$ cat src/rtl/isp_pkg.sv
// Shared definitions for the DVP capture path: FSM encoding, FIFO geometry
// and the word/address widths used by the packer and its write FIFO.
package isp_pkg;

    localparam int WORD_W     = 64;
    localparam int ADDR_W     = 24;
    localparam int PIX_W      = 16;
    localparam int LANES      = WORD_W / PIX_W;
    localparam int FIFO_DEPTH = 4;
    localparam int ENTRY_W    = ADDR_W + WORD_W;
    localparam int PIX_CNT_W  = 20;

    localparam logic [1:0] ST_IDLE   = 2'd0;
    localparam logic [1:0] ST_ACTIVE = 2'd1;
    localparam logic [1:0] ST_DRAIN  = 2'd2;
    localparam logic [1:0] ST_DONE   = 2'd3;

    typedef struct packed {
        logic [ADDR_W-1:0] addr;
        logic [WORD_W-1:0] data;
    } wr_entry_t;

endpackage

$ cat src/rtl/sync_fifo_4x88.sv
// Four-entry {addr,data} write FIFO. A push while full is accepted only when
// a pop happens in the same cycle; otherwise the incoming entry is dropped.
module sync_fifo_4x88
    import isp_pkg::*;
(
    input  logic               clk_i,
    input  logic               rst_n_i,
    input  logic               push_i,
    input  logic [ENTRY_W-1:0] push_data_i,
    input  logic               pop_i,
    output logic [ENTRY_W-1:0] head_o,
    output logic               full_o,
    output logic               empty_o
);

    localparam int PTR_W = $clog2(FIFO_DEPTH);

    logic [ENTRY_W-1:0] mem_q [FIFO_DEPTH];
    logic [PTR_W-1:0]   wr_ptr_q;
    logic [PTR_W-1:0]   rd_ptr_q;
    logic [PTR_W:0]     count_q;
    logic               wr_en;
    logic               rd_en;

    assign empty_o = (count_q == '0);
    assign full_o  = (count_q == (PTR_W+1)'(FIFO_DEPTH));
    assign rd_en   = pop_i & ~empty_o;
    assign wr_en   = push_i & (~full_o | rd_en);

    // Head is forced to zero when empty so the outputs read 0 out of reset.
    assign head_o  = empty_o ? '0 : mem_q[rd_ptr_q];

    always_ff @(posedge clk_i or negedge rst_n_i) begin
        if (!rst_n_i) begin
            wr_ptr_q <= '0;
            rd_ptr_q <= '0;
            count_q  <= '0;
        end else begin
            if (wr_en) wr_ptr_q <= wr_ptr_q + PTR_W'(1);
            if (rd_en) rd_ptr_q <= rd_ptr_q + PTR_W'(1);
            count_q <= count_q + (PTR_W+1)'(wr_en) - (PTR_W+1)'(rd_en);
        end
    end

    always_ff @(posedge clk_i) begin
        if (wr_en) mem_q[wr_ptr_q] <= push_data_i;
    end

endmodule

$ cat src/rtl/dvp_frame_packer.sv
// Packs RGB565 DVP pixels four-per-word into a ping-pong frame buffer pair,
// reporting completed frames and flagging short/long or overflowed frames.
module dvp_frame_packer
    import isp_pkg::*;
#(
    parameter int          H_ACTIVE   = 640,
    parameter int          V_ACTIVE   = 480,
    parameter logic [23:0] BASE_ADDR0 = 24'h000000,
    parameter logic [23:0] BASE_ADDR1 = 24'h040000
) (
    input  logic        PCLK,
    input  logic        Rst_n,
    input  logic        DataValid,
    input  logic [15:0] DataPixel,
    input  logic        DataHs,
    input  logic        DataVs,
    input  logic        WrReady,
    output logic        WrReq,
    output logic [63:0] WrData,
    output logic [23:0] WrAddr,
    output logic        FrameDone,
    output logic        FrameErr,
    output logic        ReadBuf,
    output logic        Overflow
);

    localparam logic [PIX_CNT_W-1:0] FRAME_PIX = PIX_CNT_W'(H_ACTIVE * V_ACTIVE);

    logic [1:0]           state_q, state_d;
    logic [1:0]           pack_idx_q, pack_idx_d;
    logic [WORD_W-1:0]    acc_q, acc_d;
    logic [PIX_CNT_W-1:0] pix_cnt_q, pix_cnt_d;
    logic [ADDR_W-1:0]    addr_q, addr_d;
    logic                 overflow_q, overflow_d;
    logic                 read_buf_q, read_buf_d;
    logic                 vs_q, hs_q;

    logic                 vs_rise, vs_fall, hs_fall;
    logic                 in_active, take, flush, push, pop, drop;
    logic [2:0]           fill;
    logic [WORD_W-1:0]    merged;
    logic                 frame_good;
    logic                 fifo_full, fifo_empty;
    logic [ENTRY_W-1:0]   fifo_head;

    assign vs_rise   = DataVs & ~vs_q;
    assign vs_fall   = ~DataVs & vs_q;
    assign hs_fall   = ~DataHs & hs_q;
    assign in_active = (state_q == ST_ACTIVE);
    assign take      = in_active & DataValid;
    assign fill      = {1'b0, pack_idx_q} + {2'b00, take};
    assign flush     = hs_fall | vs_fall;

    // A word leaves the accumulator when the fourth lane fills, or when a line
    // or frame ends with a partly filled word (this cycle's pixel included).
    assign push = in_active & ((fill == 3'd4) | (flush & (fill != 3'd0)));
    assign pop  = ~fifo_empty & WrReady;
    assign drop = push & fifo_full & ~pop;

    for (genvar gi = 0; gi < LANES; gi++) begin : g_lane
        assign merged[gi*PIX_W +: PIX_W] =
            (take && (pack_idx_q == 2'(gi))) ? DataPixel : acc_q[gi*PIX_W +: PIX_W];
    end

    assign frame_good = (pix_cnt_q == FRAME_PIX) && !overflow_q;

    sync_fifo_4x88 u_fifo (
        .clk_i       (PCLK),
        .rst_n_i     (Rst_n),
        .push_i      (push),
        .push_data_i ({addr_q, merged}),
        .pop_i       (pop),
        .head_o      (fifo_head),
        .full_o      (fifo_full),
        .empty_o     (fifo_empty)
    );

    assign WrReq     = ~fifo_empty;
    assign WrAddr    = fifo_head[ENTRY_W-1 -: ADDR_W];
    assign WrData    = fifo_head[WORD_W-1:0];
    assign FrameDone = (state_q == ST_DONE) & frame_good;
    assign FrameErr  = (state_q == ST_DONE) & ~frame_good;
    assign ReadBuf   = read_buf_q;
    assign Overflow  = overflow_q;

    always_comb begin
        state_d    = state_q;
        pack_idx_d = pack_idx_q;
        acc_d      = acc_q;
        pix_cnt_d  = pix_cnt_q;
        addr_d     = addr_q;
        overflow_d = overflow_q;
        read_buf_d = read_buf_q;
        case (state_q)
            ST_IDLE: begin
                if (vs_rise) begin
                    state_d    = ST_ACTIVE;
                    pack_idx_d = '0;
                    acc_d      = '0;
                    pix_cnt_d  = '0;
                    overflow_d = 1'b0;
                    addr_d     = read_buf_q ? BASE_ADDR0 : BASE_ADDR1;
                end
            end
            ST_ACTIVE: begin
                if (take) pix_cnt_d = pix_cnt_q + PIX_CNT_W'(1);
                acc_d      = merged;
                pack_idx_d = fill[1:0];
                if (push) begin
                    acc_d      = '0;
                    pack_idx_d = '0;
                    addr_d     = addr_q + ADDR_W'(1);
                    if (drop) overflow_d = 1'b1;
                end
                if (vs_fall) state_d = ST_DRAIN;
            end
            ST_DRAIN: begin
                if (fifo_empty) state_d = ST_DONE;
            end
            ST_DONE: begin
                state_d = ST_IDLE;
                if (frame_good) read_buf_d = ~read_buf_q;
            end
            default: state_d = ST_IDLE;
        endcase
    end

    // vs_q resets high so a DataVs already high at release is not a new frame.
    always_ff @(posedge PCLK or negedge Rst_n) begin
        if (!Rst_n) begin
            state_q    <= ST_IDLE;
            pack_idx_q <= '0;
            acc_q      <= '0;
            pix_cnt_q  <= '0;
            addr_q     <= '0;
            overflow_q <= 1'b0;
            read_buf_q <= 1'b0;
            vs_q       <= 1'b1;
            hs_q       <= 1'b0;
        end else begin
            state_q    <= state_d;
            pack_idx_q <= pack_idx_d;
            acc_q      <= acc_d;
            pix_cnt_q  <= pix_cnt_d;
            addr_q     <= addr_d;
            overflow_q <= overflow_d;
            read_buf_q <= read_buf_d;
            vs_q       <= DataVs;
            hs_q       <= DataHs;
        end
    end

endmodule
$ cat config.mk
export PLATFORM = sky130hd
export DESIGN_NAME = dvp_frame_packer
export DESIGN_NICKNAME = d
export VERILOG_FILES = /design/src/rtl/isp_pkg.sv /design/src/rtl/sync_fifo_4x88.sv /design/src/rtl/dvp_frame_packer.sv
export SDC_FILE = /design/constraint.sdc
export NUM_CORES = 1
export LEC_CHECK = 0
export ABC_AREA = 1
export ABC_CLOCK_PERIOD_IN_PS = 16830
export CAP_MARGIN = 10
export CELL_PAD_IN_SITES_DETAIL_PLACEMENT = 1
export CELL_PAD_IN_SITES_GLOBAL_PLACEMENT = 1
export CORE_MARGIN = 4
export CORE_UTILIZATION = 53
export DETAILED_ROUTE_END_ITERATION = 7
export DONT_BUFFER_PORTS = 1
export GPL_TIMING_DRIVEN = 0
export PLACE_DENSITY_LB_ADDON = 0.1
export SLEW_MARGIN = 10
export SYNTH_ARGS = -nofsm -noshare
export SYNTH_HDL_FRONTEND = slang
export SYNTH_HIERARCHICAL = 1
export SYNTH_SLANG_ARGS = --single-unit
$ cat constraint.sdc
create_clock -name PCLK -period 16.83 [get_ports PCLK]
set_input_delay 2.5245 -clock PCLK [delete_from_list [all_inputs] [get_ports PCLK]]
set_output_delay 2.5245 -clock PCLK [all_outputs]
set_load 0.02 [all_outputs]
# Word level (Yosys, flattened, before mapping)
# Memories as Yosys holds them, arrays and structs flattened.
# Index checks and enable logic that the tools add are counted.
[op_classes]
add_sub_neg = 7
eq_ne = 15
n_mux = 28
bitwise = 24
reduce_logical = 17
[op_table]
columns = ["operator", "n"]
rows = [
  ["$mux W64", 2],
  ["$pmux W64 S2", 1],
  ["$mux W88", 1],
  ["$mux W16", 4],
  ["$mux W24", 2],
  ["$pmux W24 S2", 1],
  ["$mux W20", 2],
  ["$pmux W20 S2", 1],
  ["$add A24 B1 Y24 const B", 1],
  ["$add A20 B1 Y20 const B", 1],
  ["$eq A20 B19 Y1 const B", 1],
  ["$mux W19", 1],
  ["$and A1 B1 Y1", 13],
  ["$mux W2", 5],
  ["$reduce_and A3 Y1", 3],
  ["$eq A2 B2 Y1 const B", 4],
  ["$ne A2 B1 Y1 const B", 4],
  ["$not A1 Y1", 8],
  ["$pmux W2 S4", 1],
  ["$eq A3 B3 Y1 const B", 2],
  ["$logic_and A1 B1 Y1", 5],
  ["$mux W1", 5],
  ["$add A2 B1 Y2 const B", 2],
  ["$eq A2 B1 Y1 const B", 2],
  ["other kinds (14)", 19],
]
[word_totals]
register_bits = 123
mem_bits_rw = 352
inputBits = 22
out_inout_bits = 93
wordCells = 104
memories = 1
[memory_table]
columns = ["name", "depth", "word_bits", "rd", "rd_clocked_by_memory_dff", "wr", "line_no", "rtl"]
rows = [
  ["u_fifo.mem_q", 4, 88, 1, 0, 1, "sync_fifo_4x88.sv:18", "logic [ENTRY_W-1:0] mem_q [FIFO_DEPTH];"],
]

# Logic depth before layout (Yosys ltp)
[logic_depth]
ltp_word = 12
depth_mapped = 17
depth_no_buf = 16

# Modules after synthesis
# The synthesis kept the hierarchy.
[by_module_without_submodules]
columns = ["module", "n_inst", "cells_per_inst", "area_per_inst_um2", "seq_area_each_um2"]
rows = [
  ["sync_fifo_4x88", 1, 1442, 15379.8, 10745.3],
  ["dvp_frame_packer", 1, 937, 6652.6, 2904.0],
]

# Worst setup path before layout
# OpenSTA, ideal clock, no wires.
[synth_path]
path_type = "input port to flip-flop"
startpoint = "in DataValid"
endpoint = "mem u_fifo/mem_q[0][0] in the netlist's numbering, enable pin"
arrival_time_ns = 7.490
t_required_ns = 16.294
path_slack_ns = 8.804
path_stages = 11
cell_sequence = "nand2_4 > inv_4 > ha_1 > ha_1 > inv_1 > nand2_1 > nand3_1 > nand2_1 > nor2_1 > nand2_1 > nor2_1"
[synth_between]
elab_chain_cells = 9
[synth_lines]
columns = ["element", "line_no", "rtl"]
rows = [
  ["start, declared", "dvp_frame_packer.sv:13", "input logic DataValid,"],
  ["$and A1 B1 Y1 (*)", "dvp_frame_packer.sv:50", "assign take = in_active & DataValid;"],
  ["$add A2 B1 Y3 (*)", "dvp_frame_packer.sv:51", "assign fill = {1'b0, pack_idx_q} + {2'b00, take};"],
  ["$reduce_bool A3 Y1", "dvp_frame_packer.sv:56", "assign push = in_active & ((fill == 3'd4) | (flush & (fill != 3'd0)));"],
  ["$and A1 B1 Y1", "dvp_frame_packer.sv:56", ""],
  ["$or A1 B1 Y1 (*)", "dvp_frame_packer.sv:56", ""],
  ["$and A1 B1 Y1 (*)", "dvp_frame_packer.sv:56", ""],
  ["net push", "dvp_frame_packer.sv:39", "logic in_active, take, flush, push, pop, drop;"],
  ["$and A1 B1 Y1 (*)", "sync_fifo_4x88.sv:28", "assign wr_en = push_i & (~full_o | rd_en);"],
  ["$mux W1 (*)", "sync_fifo_4x88.sv:46", "if (wr_en) mem_q[wr_ptr_q] <= push_data_i;"],
  ["$mux W1 (implied by the code) (*)", "sync_fifo_4x88.sv:46", ""],
  ["end, declared", "sync_fifo_4x88.sv:18", ""],
]
# Mark *: on every way through the listed nets, which the timed path passes. The rest lies on a longest branch.

# Worst setup path after layout
[layout_path]
startpoint = "in DataValid"
endpoint = "mem u_fifo/mem_q[1][43] in the netlist's numbering, enable pin"
# The elaborated chain is that of the path after synthesis.

==> Implementation_results.wiki <==
{| class="wikitable"
! Metric !! Value
|-
| Result of the run || completed
|-
| Setup-failing EPs final || 0
|-
| Ys Warns || 6
|-
| Largest cells by area after synthesis || sky130_fd_sc_hd__edfxtp_1 48%, sky130_fd_sc_hd__dfrtp_1 14%, sky130_fd_sc_hd__nand2_1 12%
|-
| Buffers inserted by post-CTS timing repair || 0
|-
| Count of routing violations after the opening detailed-route iteration || between 1000 and 1500
|-
| Proportion of layout cells with a drive suffix above 1 || approximately 8.5%
|-
| Register bit count reported by yosys || 475
|-
| Num Clock Sinks || between 400 and 500
|-
| Number of antenna violations at the first check in global routing || 1
|-
| First-pass DRT Iterations || 6
|-
| Rows || 74
|-
| Hold Path Cell Cnt || 2
|-
| Predominant post-synthesis flop cell || sky130_fd_sc_hd__edfxtp_1
|-
| Post-layout nets || roughly 2500
|-
| Multi-input gate area in the final layout || about 6100 um2
|-
| Number of gates on the worst path with buffers counted || 14
|-
| Antenna diode count || 0
|-
| Measured slew at the worst slew-check pin || between 900 and 1000 ps
|-
| Area Growth Syn to Fin || 12.0%
|-
| Period minus WS final || slightly below 6000 ps
|-
| Number of buffers on the longest clock path || 3
|-
| Path type of the worst min-delay path || reg -> reg
|-
| # DRC || 0
|-
| Total negative slack for setup checks || 0 ps
|-
| Area of the core || 40900 um2
|-
| Final number of hold-violating endpoints || 0
|-
| Count of hold buffers inserted by post-cts repair || 0
|-
| Final hold slack || 485 ps
|-
| Setup repair after global routing missed its margin || no
|-
| Number of distinct standard cells referenced by the synthesized netlist || 38
|-
| Max FO, Critical Path || 22
|-
| Clock-pin slew on the worst setup and hold paths || 60 ps
|-
| Maximum number of pins on one net before global-route repair || roughly 120
|-
| Number of pins with negative max-slew slack in the final report || 0
|-
| Library cell appearing most often on the critical path || sky130_fd_sc_hd__nand2_1
|-
| Post-synthesis instance total || ~2400
|-
| Post-DP Area || 23100 um2
|-
| Number of enable-type register cells in the synthesized netlist || between 300 and 400
|-
| Maximum operating frequency || around 0.17 GHz
|-
| Final Routed Wirelength || between 60 and 70 mm
|-
| Vias per std cell || between 5 and 6
|-
| Mapped Avg Cell Area || 9.26 um2
|-
| Total power per unit cell area || between 150 and 200 nW/um2
|-
| Initial Utilization || 53.8%
|-
| Share of the clock period used by the worst path || about a third
|-
| Ys async rst share || between 20 and 30%
|-
| TritonCTS clock tree || done
|-
| Worst Skew || around 18 ps
|-
| Cell type group with the largest total delay on the critical path || simple AND/OR/NAND/NOR gates
|-
| Synthesized Nets || about 2400
|-
| Sort of element at the end of the critical path || flop
|-
| Number of global-route vias before repair || about 18000
|-
| Area share of the largest cell type after synthesis || a little under half
|-
| Number of clock buffers inserted by TritonCTS || 50
|-
| Sequential cell area in the final layout || between 10000 and 15000 um2
|-
| Num ports || between 100 and 150
|-
| Die extent in y || roughly 210 um
|-
| Design Area, Final || 24700 um2
|-
| Reg2reg path depth || 17
|-
| Root Buffer Master || sky130_fd_sc_hd__clkbuf_16
|-
| Critical-path top delay cell || sky130_fd_sc_hd__nor2_4
|-
| Detailed Place HPWL || approximately 45 mm
|-
| Routed vias || approximately 17000
|-
| CP peak stage delay || ~800 ps
|-
| Chip Width || between 200 and 250 um
|-
| Post-synthesis cell type with the largest combined area || sky130_fd_sc_hd__edfxtp_1
|-
| Worst vdd rail ir drop || 0.120 mV
|-
| Filler Cells Inserted || about 4700
|-
| Number of cells upsized or downsized after cts || 0
|-
| Worst endpoint data arrival time || a little over 6000 ps
|-
| Remaining antenna violation count || 0
|-
| RePlAce Congestion || 0.818
|-
| Global-route usage over all layers || 29.5%
|-
| Seq/Total Area, Yosys || roughly three fifths
|-
| Worst setup path category || in -> reg
|-
| Combined buffer and inverter count along the critical path || 5
|-
| DR WL/cell || between 20 and 25 um
|-
| Element type at the critical path start || input pin
|-
| Total of buffers placed on input and output ports || 0
|-
| Mapped Area || roughly 22000 um2
|-
| Headroom to the max-slew limit || a little under two fifths
|-
| Total overflow reported by the global router || 0
|-
| H-tree Lvls || 2
|-
| Global-route wire length before repair || just over 100 mm
|-
| Static leakage power || ~11 nW
|-
| Clock insertion delay at the later pin of the skew report || about 600 ps
|-
| Critical path cell sequence || nand2_4 -> inv_4 -> ha_1 -> ha_1 -> inv_1 -> nand2_1 -> nand3_1 -> nand2_1 -> nor2_1 -> nand2_1 -> nor2_4 -> buf_16 -> buf_16 -> buf_12
|-
| Dominant cell by count in the synthesized netlist || sky130_fd_sc_hd__nand2_1
|-
| Top cells by instance count after synthesis || 690 x sky130_fd_sc_hd__nand2_1, 440 x sky130_fd_sc_hd__inv_1, 352 x sky130_fd_sc_hd__edfxtp_1, 291 x sky130_fd_sc_hd__nand3_1, 122 x sky130_fd_sc_hd__dfrtp_1
|-
| Number of maximum-capacitance violations || 0
|-
| Die area || about 45000 um2
|-
| Required arrival time at the worst endpoint || between 15000 and 20000 ps
|}
[final cells by class]
class | count | area share (%)
well taps | 532 | 2.70
repair buffers | 17 | 1.65
inverters | 448 | 6.83
multi-input cells | 1345 | 24.9
clock inverters | 19 | 0.690
clock buffers | 73 | 5.54
flip-flops and latches | 475 | 55.3
plain buffers | 111 | 2.40
[metal layers]
layer	global-route usage [%]	wire length (um)	up-vias
met3	5.38	3610	157
met4	9.88	2390	2
met2	52.4	34200	447
met5	0	13	-
li1	-	-	7738
met1	36.7	26000	8539
[where the power goes]
part           internal (mW)  total (mW)  leakage, nW  switching [mW]
combinational          0.318        1.44         5.43            1.12
clock                  0.596        1.05        0.746           0.454
sequential              1.32        1.36         4.95          0.0316
[worst reg2reg max path: cells and delay by family (launching register included)]
family / cells / cell delay (ps)
fa+ha+maj: 3 / 670
buf+inv: 7 / 1070
simple gates: 7 / 2270
flops: 1 / 380
[cells in the final DEF, fill, tap and decap left out, types with 2 or more instances in the layout]
cell type	n
sky130_fd_sc_hd__nand3b_1	3
sky130_fd_sc_hd__edfxtp_1	352
sky130_fd_sc_hd__clkinv_2	11
sky130_fd_sc_hd__nor2_2	4
sky130_fd_sc_hd__dfrtp_1	122
sky130_fd_sc_hd__ha_1	15
sky130_fd_sc_hd__xnor2_1	2
sky130_fd_sc_hd__clkbuf_16	50
sky130_fd_sc_hd__nand4_1	21
sky130_fd_sc_hd__buf_1	5
sky130_fd_sc_hd__o21bai_1	6
sky130_fd_sc_hd__or2_2	3
sky130_fd_sc_hd__nand3_2	3
sky130_fd_sc_hd__buf_16	9
sky130_fd_sc_hd__o21ai_1	14
sky130_fd_sc_hd__buf_6	11
sky130_fd_sc_hd__buf_4	7
sky130_fd_sc_hd__o21ai_0	69
sky130_fd_sc_hd__bufinv_16	2
sky130_fd_sc_hd__nor2_1	84
sky130_fd_sc_hd__a21oi_2	25
sky130_fd_sc_hd__clkinvlp_4	3
sky130_fd_sc_hd__inv_1	440
sky130_fd_sc_hd__nand2_1	690
sky130_fd_sc_hd__o21ai_2	2
sky130_fd_sc_hd__inv_2	6
sky130_fd_sc_hd__clkbuf_1	55
sky130_fd_sc_hd__buf_12	8
sky130_fd_sc_hd__buf_2	52
sky130_fd_sc_hd__nor2_4	4
sky130_fd_sc_hd__a21oi_1	89
sky130_fd_sc_hd__nor3_1	9
sky130_fd_sc_hd__clkbuf_8	3
sky130_fd_sc_hd__nand3_1	291
sky130_fd_sc_hd__xor2_1	4
[logic make-up after synthesis]
family          after synthesis  synth area share [%]
compound gates              207                  5.25
xor+xnor                      6                 0.239
fa+ha+maj                    16                 0.943
buf+inv                     559                  10.3
flops                       475                  62.0
simple gates               1116                  21.3
[through the flow]
stage / power, mW / util (%) / setup WS, ps / instances
final: 3.84 / 60.3 / 11030 / 3020
after global routing: 4.03 / 60.3 / 10930 / 3020
after CTS: 3.86 / 60.3 / 11060 / 3020
after detailed placement: 2.81 / 56.5 / 10460 / 2928
after global placement: 2.75 / 55.5 / 4870 / 2911
after floorplan: 2.35 / - / 8800 / 2379
[final timing paths]
check	start	end	slack, ps
max	DataValid	u_fifo/mem_q[1][43]$_DFFE_PP_	11030
min	acc_q[60]$_DFFE_PN0P_	acc_q[60]$_DFFE_PN0P_	490
max reg2reg	state_q[1]$_DFFE_PN0P_	u_fifo/mem_q[1][43]$_DFFE_PP_	12120
min reg2reg	acc_q[60]$_DFFE_PN0P_	acc_q[60]$_DFFE_PN0P_	490
max in group asynchronous	Rst_n	vs_q$_DFF_PN1_	14930
min in group asynchronous	Rst_n	acc_q[20]$_DFFE_PN0P_	1630
[sequential cells by signal (all words and copies together), names as in the netlist]
signal / count
u_fifo/wr_ptr_q: 2
pix_cnt_q: 20
Overflow: 1
hs_q: 1
u_fifo/rd_ptr_q: 2
state_q: 2
pack_idx_q: 2
u_fifo/mem_q: 352
u_fifo/count_q: 3
ReadBuf: 1
vs_q: 1
acc_q: 64
addr_q: 24
Power figures use the tool's default switching activity.
